## config.mk

```make
export PLATFORM = sky130hd
export DESIGN_NAME = rv32v_uop_sequencer_flat
export DESIGN_NICKNAME = d
export VERILOG_FILES = /design/src/rtl/rv32v_types_pkg.sv /design/src/rtl/rv32v_uop_sequencer_if.sv /design/src/rtl/rv32v_beat_calc.sv /design/src/rtl/rv32v_uop_sequencer.sv /design/src/flat_wrapper.sv
export SDC_FILE = /design/constraint.sdc
export NUM_CORES = 1
export LEC_CHECK = 0
export ABC_AREA = 1
export BUFFER_PORTS_ARGS = -buffer_cell sky130_fd_sc_hd__buf_2
export CORE_UTILIZATION = 25
export DETAILED_ROUTE_END_ITERATION = 8
export HOLD_SLACK_MARGIN = 0.05
export PLACE_DENSITY = 0.5
export SYNTH_ARGS = -nofsm -noshare
export SYNTH_HDL_FRONTEND = slang
export SYNTH_HIERARCHICAL = 1
export SYNTH_SLANG_ARGS = --single-unit
```

## constraint.sdc

```tcl
create_clock -name CLK -period 6.9 [get_ports CLK]
set_input_delay 1.38 -clock CLK [delete_from_list [all_inputs] [get_ports CLK]]
set_output_delay 1.38 -clock CLK [all_outputs]
set_load 0.01 [all_outputs]
```

## src/rtl/rv32v_types_pkg.sv

```systemverilog
// Shared types for the rv32v micro-op sequencer: vtype encodings, sequencer state
// and the micro-op record handed to the execute stage.
package rv32v_types_pkg;

  typedef enum logic [1:0] {
    SEW8    = 2'd0,
    SEW16   = 2'd1,
    SEW32   = 2'd2,
    SEW_ILL = 2'd3
  } sew_t;

  // Only integer group sizes exist; encodings 4..7 would be fractional LMUL.
  typedef enum logic [2:0] {
    LMUL1 = 3'd0,
    LMUL2 = 3'd1,
    LMUL4 = 3'd2,
    LMUL8 = 3'd3
  } lmul_t;

  typedef enum logic {
    IDLE  = 1'b0,
    ISSUE = 1'b1
  } seq_state_t;

  // Record widths match the default VLENB=16 / LANES=2 configuration.
  localparam int UOP_IDX_W = 8;
  localparam int UOP_LANES = 2;

  typedef struct packed {
    logic [31:0]          instr;
    logic [4:0]           vd;
    logic [4:0]           vs1;
    logic [4:0]           vs2;
    logic [UOP_IDX_W-1:0] elem_idx;
    logic [UOP_LANES-1:0] lane_mask;
    logic                 first;
    logic                 last;
  } uop_t;

endpackage

```

## src/rtl/rv32v_uop_sequencer_if.sv

```systemverilog
// Instruction-in / micro-op-out valid/ready bundle between decode, sequencer and execute.
interface rv32v_uop_sequencer_if #(
  parameter int LANES = 2,
  parameter int VLW   = 8
);
  logic             in_valid;
  logic             in_ready;
  logic [31:0]      in_instr;
  logic [VLW-1:0]   in_vl;
  logic [VLW-1:0]   in_vstart;
  logic [1:0]       in_sew;
  logic [2:0]       in_lmul;
  logic             in_vill;

  logic             out_valid;
  logic             out_ready;
  logic [31:0]      out_instr;
  logic [4:0]       out_vd;
  logic [4:0]       out_vs1;
  logic [4:0]       out_vs2;
  logic [VLW-1:0]   out_elem_idx;
  logic [LANES-1:0] out_lane_mask;
  logic             out_first;
  logic             out_last;

  modport master (
    output in_valid, in_instr, in_vl, in_vstart, in_sew, in_lmul, in_vill, out_ready,
    input  in_ready, out_valid, out_instr, out_vd, out_vs1, out_vs2,
           out_elem_idx, out_lane_mask, out_first, out_last
  );

  modport slave (
    input  in_valid, in_instr, in_vl, in_vstart, in_sew, in_lmul, in_vill, out_ready,
    output in_ready, out_valid, out_instr, out_vd, out_vs1, out_vs2,
           out_elem_idx, out_lane_mask, out_first, out_last
  );
endinterface

```

## src/rtl/rv32v_beat_calc.sv

```systemverilog
// Per-beat geometry: where the current beat ends, which lanes are live, which
// register of the group it touches and whether it is the final beat.
module rv32v_beat_calc #(
  parameter int VLENB = 16,
  parameter int LANES = 2,
  parameter int VLW   = $clog2(VLENB*8)+1
) (
  input  logic [VLW-1:0]   idx,
  input  logic [VLW-1:0]   eff_vl,
  input  logic [1:0]       sew,
  output logic [VLW-1:0]   boundary,
  output logic [LANES-1:0] lane_mask,
  output logic [2:0]       grp_off,
  output logic             last
);
  localparam int LOG_VLENB = $clog2(VLENB);

  logic [4:0]   epr_shift;
  logic [VLW:0] reg_num;
  logic [VLW:0] reg_end;
  logic [VLW:0] lane_end;

  // Elements per register is a power of two, so idx/epr is a shift; the beat is
  // clipped to whichever comes first: lane count, vector length, register end.
  always_comb begin
    epr_shift = 5'(LOG_VLENB) - {3'b000, sew};
    reg_num   = {1'b0, idx} >> epr_shift;
    reg_end   = (reg_num + 1'b1) << epr_shift;
    lane_end  = {1'b0, idx} + (VLW+1)'(LANES);
    boundary  = eff_vl;
    if (lane_end < {1'b0, boundary}) boundary = lane_end[VLW-1:0];
    if (reg_end < {1'b0, boundary}) boundary = reg_end[VLW-1:0];
    grp_off   = reg_num[2:0];
    last      = (boundary == eff_vl);
    lane_mask = '0;
    for (int i = 0; i < LANES; i++) begin
      lane_mask[i] = ({1'b0, idx} + (VLW+1)'(i)) < {1'b0, boundary};
    end
  end
endmodule

```

## src/rtl/rv32v_uop_sequencer.sv

```systemverilog
// Splits one decoded vector instruction into LANES-wide micro-op beats walking
// element indices from vstart to the clamped vector length.
module rv32v_uop_sequencer
  import rv32v_types_pkg::*;
#(
  parameter int VLENB = 16,
  parameter int LANES = 2,
  parameter int VLW   = $clog2(VLENB*8)+1
) (
  input  logic                  CLK,
  input  logic                  RST,
  input  logic                  flush,
  rv32v_uop_sequencer_if.slave  bus,
  output logic                  done,
  output logic                  illegal
);
  seq_state_t       state, state_n;
  logic [31:0]      instr_q;
  sew_t             sew_q;
  logic [VLW-1:0]   eff_vl_q, idx_q, idx_n;
  logic             first_q, first_n;
  logic             empty_q, empty_n, illegal_n, load;
  logic [VLW:0]     vlmax;
  logic [VLW-1:0]   acc_eff_vl;
  logic             bad_vtype;
  logic [VLW-1:0]   boundary;
  logic [LANES-1:0] lane_mask;
  logic [2:0]       grp_off;
  logic             beat_last;
  logic             issuing, xfer;

  rv32v_beat_calc #(.VLENB(VLENB), .LANES(LANES), .VLW(VLW)) u_beat (
    .idx       (idx_q),
    .eff_vl    (eff_vl_q),
    .sew       (sew_q),
    .boundary  (boundary),
    .lane_mask (lane_mask),
    .grp_off   (grp_off),
    .last      (beat_last)
  );

  always_comb begin
    vlmax      = ((VLW+1)'(VLENB) << bus.in_lmul[1:0]) >> bus.in_sew;
    acc_eff_vl = ({1'b0, bus.in_vl} < vlmax) ? bus.in_vl : vlmax[VLW-1:0];
    bad_vtype  = (bus.in_sew == 2'd3) | bus.in_lmul[2] | bus.in_vill;
  end

  always_ff @(posedge CLK) begin
    if (RST) begin
      state    <= IDLE;
      instr_q  <= '0;
      sew_q    <= SEW8;
      eff_vl_q <= '0;
      idx_q    <= '0;
      first_q  <= 1'b0;
      empty_q  <= 1'b0;
      illegal  <= 1'b0;
    end else begin
      state   <= state_n;
      idx_q   <= idx_n;
      first_q <= first_n;
      empty_q <= empty_n;
      illegal <= illegal_n;
      if (load) begin
        instr_q  <= bus.in_instr;
        sew_q    <= sew_t'(bus.in_sew);
        eff_vl_q <= acc_eff_vl;
      end
    end
  end

  // Flush outranks everything: it rejects an offered instruction and drops an
  // in-flight beat as if it had never been transferred.
  always_comb begin
    state_n   = state;
    idx_n     = idx_q;
    first_n   = first_q;
    empty_n   = 1'b0;
    illegal_n = 1'b0;
    load      = 1'b0;
    case (state)
      IDLE: begin
        if (bus.in_valid && !flush) begin
          if (bad_vtype) begin
            illegal_n = 1'b1;
          end else if (bus.in_vstart >= acc_eff_vl) begin
            empty_n = 1'b1;
          end else begin
            state_n = ISSUE;
            idx_n   = bus.in_vstart;
            first_n = 1'b1;
            load    = 1'b1;
          end
        end
      end
      ISSUE: begin
        if (flush) begin
          state_n = IDLE;
        end else if (bus.out_ready) begin
          idx_n   = boundary;
          first_n = 1'b0;
          if (beat_last) state_n = IDLE;
        end
      end
      default: state_n = IDLE;
    endcase
  end

  always_comb begin
    issuing           = (state == ISSUE);
    xfer              = issuing & bus.out_ready & ~flush;
    bus.in_ready      = (state == IDLE);
    bus.out_valid     = issuing;
    bus.out_instr     = issuing ? instr_q : '0;
    bus.out_vd        = issuing ? instr_q[11:7]  + {2'b00, grp_off} : '0;
    bus.out_vs1       = issuing ? instr_q[19:15] + {2'b00, grp_off} : '0;
    bus.out_vs2       = issuing ? instr_q[24:20] + {2'b00, grp_off} : '0;
    bus.out_elem_idx  = issuing ? idx_q : '0;
    bus.out_lane_mask = issuing ? lane_mask : '0;
    bus.out_first     = issuing & first_q;
    bus.out_last      = issuing & beat_last;
    done              = empty_q | (xfer & beat_last);
  end
endmodule

```

## src/flat_wrapper.sv

```systemverilog
// flat-port wrapper written by rule: the top's interface ports become plain ports
module rv32v_uop_sequencer_flat import rv32v_types_pkg::*;
#(
  parameter int VLENB = 16,
  parameter int LANES = 2,
  parameter int VLW   = $clog2(VLENB*8)+1
)
  (CLK, RST, flush, done, illegal, bus_in_valid, bus_in_instr, bus_in_vl, bus_in_vstart, bus_in_sew, bus_in_lmul, bus_in_vill, bus_out_ready, bus_in_ready, bus_out_valid, bus_out_instr, bus_out_vd, bus_out_vs1, bus_out_vs2, bus_out_elem_idx, bus_out_lane_mask, bus_out_first, bus_out_last);
  rv32v_uop_sequencer_if #(.LANES(LANES), .VLW(VLW)) bus_i ();
  input  logic CLK;
  input  logic RST;
  input  logic flush;
  output logic done;
  output logic illegal;
  input wire logic [$bits(bus_i.in_valid)-1:0] bus_in_valid;
  input wire logic [$bits(bus_i.in_instr)-1:0] bus_in_instr;
  input wire logic [$bits(bus_i.in_vl)-1:0] bus_in_vl;
  input wire logic [$bits(bus_i.in_vstart)-1:0] bus_in_vstart;
  input wire logic [$bits(bus_i.in_sew)-1:0] bus_in_sew;
  input wire logic [$bits(bus_i.in_lmul)-1:0] bus_in_lmul;
  input wire logic [$bits(bus_i.in_vill)-1:0] bus_in_vill;
  input wire logic [$bits(bus_i.out_ready)-1:0] bus_out_ready;
  output wire logic [$bits(bus_i.in_ready)-1:0] bus_in_ready;
  output wire logic [$bits(bus_i.out_valid)-1:0] bus_out_valid;
  output wire logic [$bits(bus_i.out_instr)-1:0] bus_out_instr;
  output wire logic [$bits(bus_i.out_vd)-1:0] bus_out_vd;
  output wire logic [$bits(bus_i.out_vs1)-1:0] bus_out_vs1;
  output wire logic [$bits(bus_i.out_vs2)-1:0] bus_out_vs2;
  output wire logic [$bits(bus_i.out_elem_idx)-1:0] bus_out_elem_idx;
  output wire logic [$bits(bus_i.out_lane_mask)-1:0] bus_out_lane_mask;
  output wire logic [$bits(bus_i.out_first)-1:0] bus_out_first;
  output wire logic [$bits(bus_i.out_last)-1:0] bus_out_last;
  assign bus_i.in_valid = bus_in_valid;
  assign bus_i.in_instr = bus_in_instr;
  assign bus_i.in_vl = bus_in_vl;
  assign bus_i.in_vstart = bus_in_vstart;
  assign bus_i.in_sew = bus_in_sew;
  assign bus_i.in_lmul = bus_in_lmul;
  assign bus_i.in_vill = bus_in_vill;
  assign bus_i.out_ready = bus_out_ready;
  assign bus_in_ready = bus_i.in_ready;
  assign bus_out_valid = bus_i.out_valid;
  assign bus_out_instr = bus_i.out_instr;
  assign bus_out_vd = bus_i.out_vd;
  assign bus_out_vs1 = bus_i.out_vs1;
  assign bus_out_vs2 = bus_i.out_vs2;
  assign bus_out_elem_idx = bus_i.out_elem_idx;
  assign bus_out_lane_mask = bus_i.out_lane_mask;
  assign bus_out_first = bus_i.out_first;
  assign bus_out_last = bus_i.out_last;
  rv32v_uop_sequencer #(.VLENB(VLENB), .LANES(LANES), .VLW(VLW)) u_core (.CLK(CLK), .RST(RST), .flush(flush), .bus(bus_i), .done(done), .illegal(illegal));
endmodule
```

==> metrics.txt <==
Setup Viol. Count Final 0; flop and latch count out of synthesis 54; required time worst endpoint 5520 ps; drt first-iter violations 294; RSZ-0062 raised after global routing false; synthesized area 5490 µm²; most common cell after layout, fill and taps aside nand2_1; cts bufs inserted 5; fin util between 30 and 40%; Via-to-Cell Ratio 4.51; antenna cells 0; Post-Route Skew 11.3 ps; Die Span X between 150 and 200 µm; minimum clock period between 6000 and 7000 ps; Sum Neg Setup Slack 0 ps; Yosys warning count 6; Detail Route Antenna Nets 0; CP Launch Type register; FMAX between 150 and 200 MHz; Slew HR 42.5%; detailed placement HPWL 13100 µm; root buf cell clkbuf_16; Syn Inst Count 900; initial antenna violation count 0; most frequent cells in the layout nand2_1 (262), inv_1 (136), buf_2 (121), nand3_1 (90), a21oi_1 (66); Max Slew Vio Count 0; Rows 53; fraction of layout cells with a size suffix above 1 20.1%; Crit. End Element output port; syn nets approximately 1.0k; Net Sw Frac a little over two fifths; die height 150 µm; crit share post-route between 90% and 100%; number of global-route vias before repair ~5.5k; Residual DRC 0; Reg clk slew, reported paths 80 ps; fillers 2441; final hold vios 0; Peak VDD IR 112 µV; largest net degree at the start of global routing 70; worst-path maximum fanout 15; first-pass GRT wire length 27200 µm; drt first pass iters 4; # hold bufs at CTS 0; Clock Latency Late Sink roughly 300 ps; prevailing post-synth register cell dfxtp_1; # clock sinks 54; NetSw 480 µW; power density over the cells 175 nW/µm²; core footprint 21300 µm²; register area share after synthesis 19.7%; combinational power share 46.5%; synth unique cells between 40 and 50; Layout area overhead 19.8%; Max clock buf depth 2; syn avg cell area 6.10 µm²; EDFF count, synth 0; Lkg Pwr 3.61 nW; Crit path arrival time 5050 ps; Remaining Overflow, GRT 0; IO Port Bufs 121; status finished, final reports clean; via count 5774; CTS tree built; Total Routing Usage GR 15.0%; max_cap viols 0; Final #Nets 1118; hold crit path type reg2reg; Internal Power a little under 700 µW; Worst-Margin Slew 862 ps; critical path class reg2out; total die area 22500 µm²; Initial Util 25.8%; H-tree depth 2; gpl congestion 0.817; final WL 16800 µm; async set or reset register ratio after synthesis 0%; register share of total power 27.9%; Ports 122; Clock power frac approximately a quarter; Wirelength per Cell ~13 µm
## routing by layer
metal  vias to the layer above  track usage (%)  routed length, µm
met5                         -                0                  0
met4                         0             2.68                114
met3                         8             2.09                835
met2                       115             24.4               7410
met1                      2602             21.2               8410
li1                       3049                -                  -
## metrics by stage
stage / total power [mW] / setup slack, ps / cells / cell area, µm² / hold slack [ps]
2_1_floorplan: 0.718 / 949 / 900 / 5490 / 441
3_3_place_gp: 0.826 / 458 / 1263 / 6250 / 455
3_5_place_dp: 0.821 / 411 / 1263 / 6250 / 457
4_1_cts: 1.12 / 59.2 / 1271 / 6420 / 468
5_1_grt: 1.25 / 47.8 / 1281 / 6580 / 487
6_report: 1.15 / 470 / 1281 / 6580 / 469
## sequential cells by signal (all words and copies together) (netlist names)
register and cells:
u_core/bus.out_valid 1, u_core/eff_vl_q 8, u_core/empty_q 1, u_core/first_q 1
u_core/idx_q 8, u_core/illegal 1, u_core/instr_q 32, u_core/sew_q 2
## worst paths after layout
kind	from	end	slack, ps	cells after the start
max	u_core/idx_q[1]	bus_out_lane_mask[1]	470	24
min	u_core/instr_q[14]	u_core/instr_q[14]	470	2
min reg2reg	u_core/instr_q[14]	u_core/instr_q[14]	470	2
max reg2reg	u_core/idx_q[1]	u_core/bus.out_valid	2140	24
## synth_stat cells, drive strengths merged (3+ instances only)
cell type,number,area [µm²]
nand4,8,56.3
o21ai,43,245
a31oi,5,31.3
ha,51,638
inv,141,534
clkbuf,19,71.3
buf,25,199
nor2,62,248
dfxtp,54,1080
nand3,96,510
xor2,18,158
nor3,3,26.3
a21oi,66,330
fa,3,60.1
nand2,281,1120
o21a,4,30.0
nand3b,6,45.0
## cell type report
cell class / instances / area (µm²) / share of cell area, %
Sequential cell: 54 / 1080 / 16.5
Timing Repair Buffer: 142 / 763 / 11.6
Inverter: 142 / 547 / 8.32
Tap cell: 275 / 344 / 5.23
Clock buffer: 5 / 125 / 1.90
Clock inverter: 3 / 47.5 / 0.723
Multi-Input combinational cell: 660 / 3660 / 55.7
## kinds of logic after synthesis
kind of cell / share of synthesized area (%)
adder cells (fa/ha/maj): 12.7
buffers and inverters: 14.8
AND/OR/NAND/NOR: 37.2
XOR/XNOR: 3.03
flip-flops: 19.7
AO/OA/AOI/OAI: 12.5
## power groups by stage
stage	sequential [mW]	combinational [mW]	clock (mW)
after floorplan	0.327	0.391	0
after global placement	0.328	0.497	0
after detailed placement	0.329	0.493	0
after CTS	0.321	0.495	0.307
after global routing	0.322	0.608	0.321
final	0.321	0.535	0.296
## worst max-delay path: stages (launching register included)
cell and delay, ps:
dfxtp_1 430, inv_1 150, nor3_1 240, xor2_1 300, ha_1 310, a21oi_1 160, o211ai_1 110, nor2_2 150
nand2_2 210, o21ai_0 360, ha_1 320, a21o_1 180, a21oi_1 100, o21ai_0 150, nor2_4 230, nand2_8 150
nand2_2 110, o21ai_4 80, ha_1 320, a21oi_1 120, o21ai_0 100, a21oi_1 170, nand2_1 80, inv_1 90
buf_2 120
## timing repair
item | in CTS | in global routing
resized for setup | 0 | 14
buffers inserted | 0 | 10
endpoints found under the setup margin | 0 | 4
(Power assumes the default switching activity.)
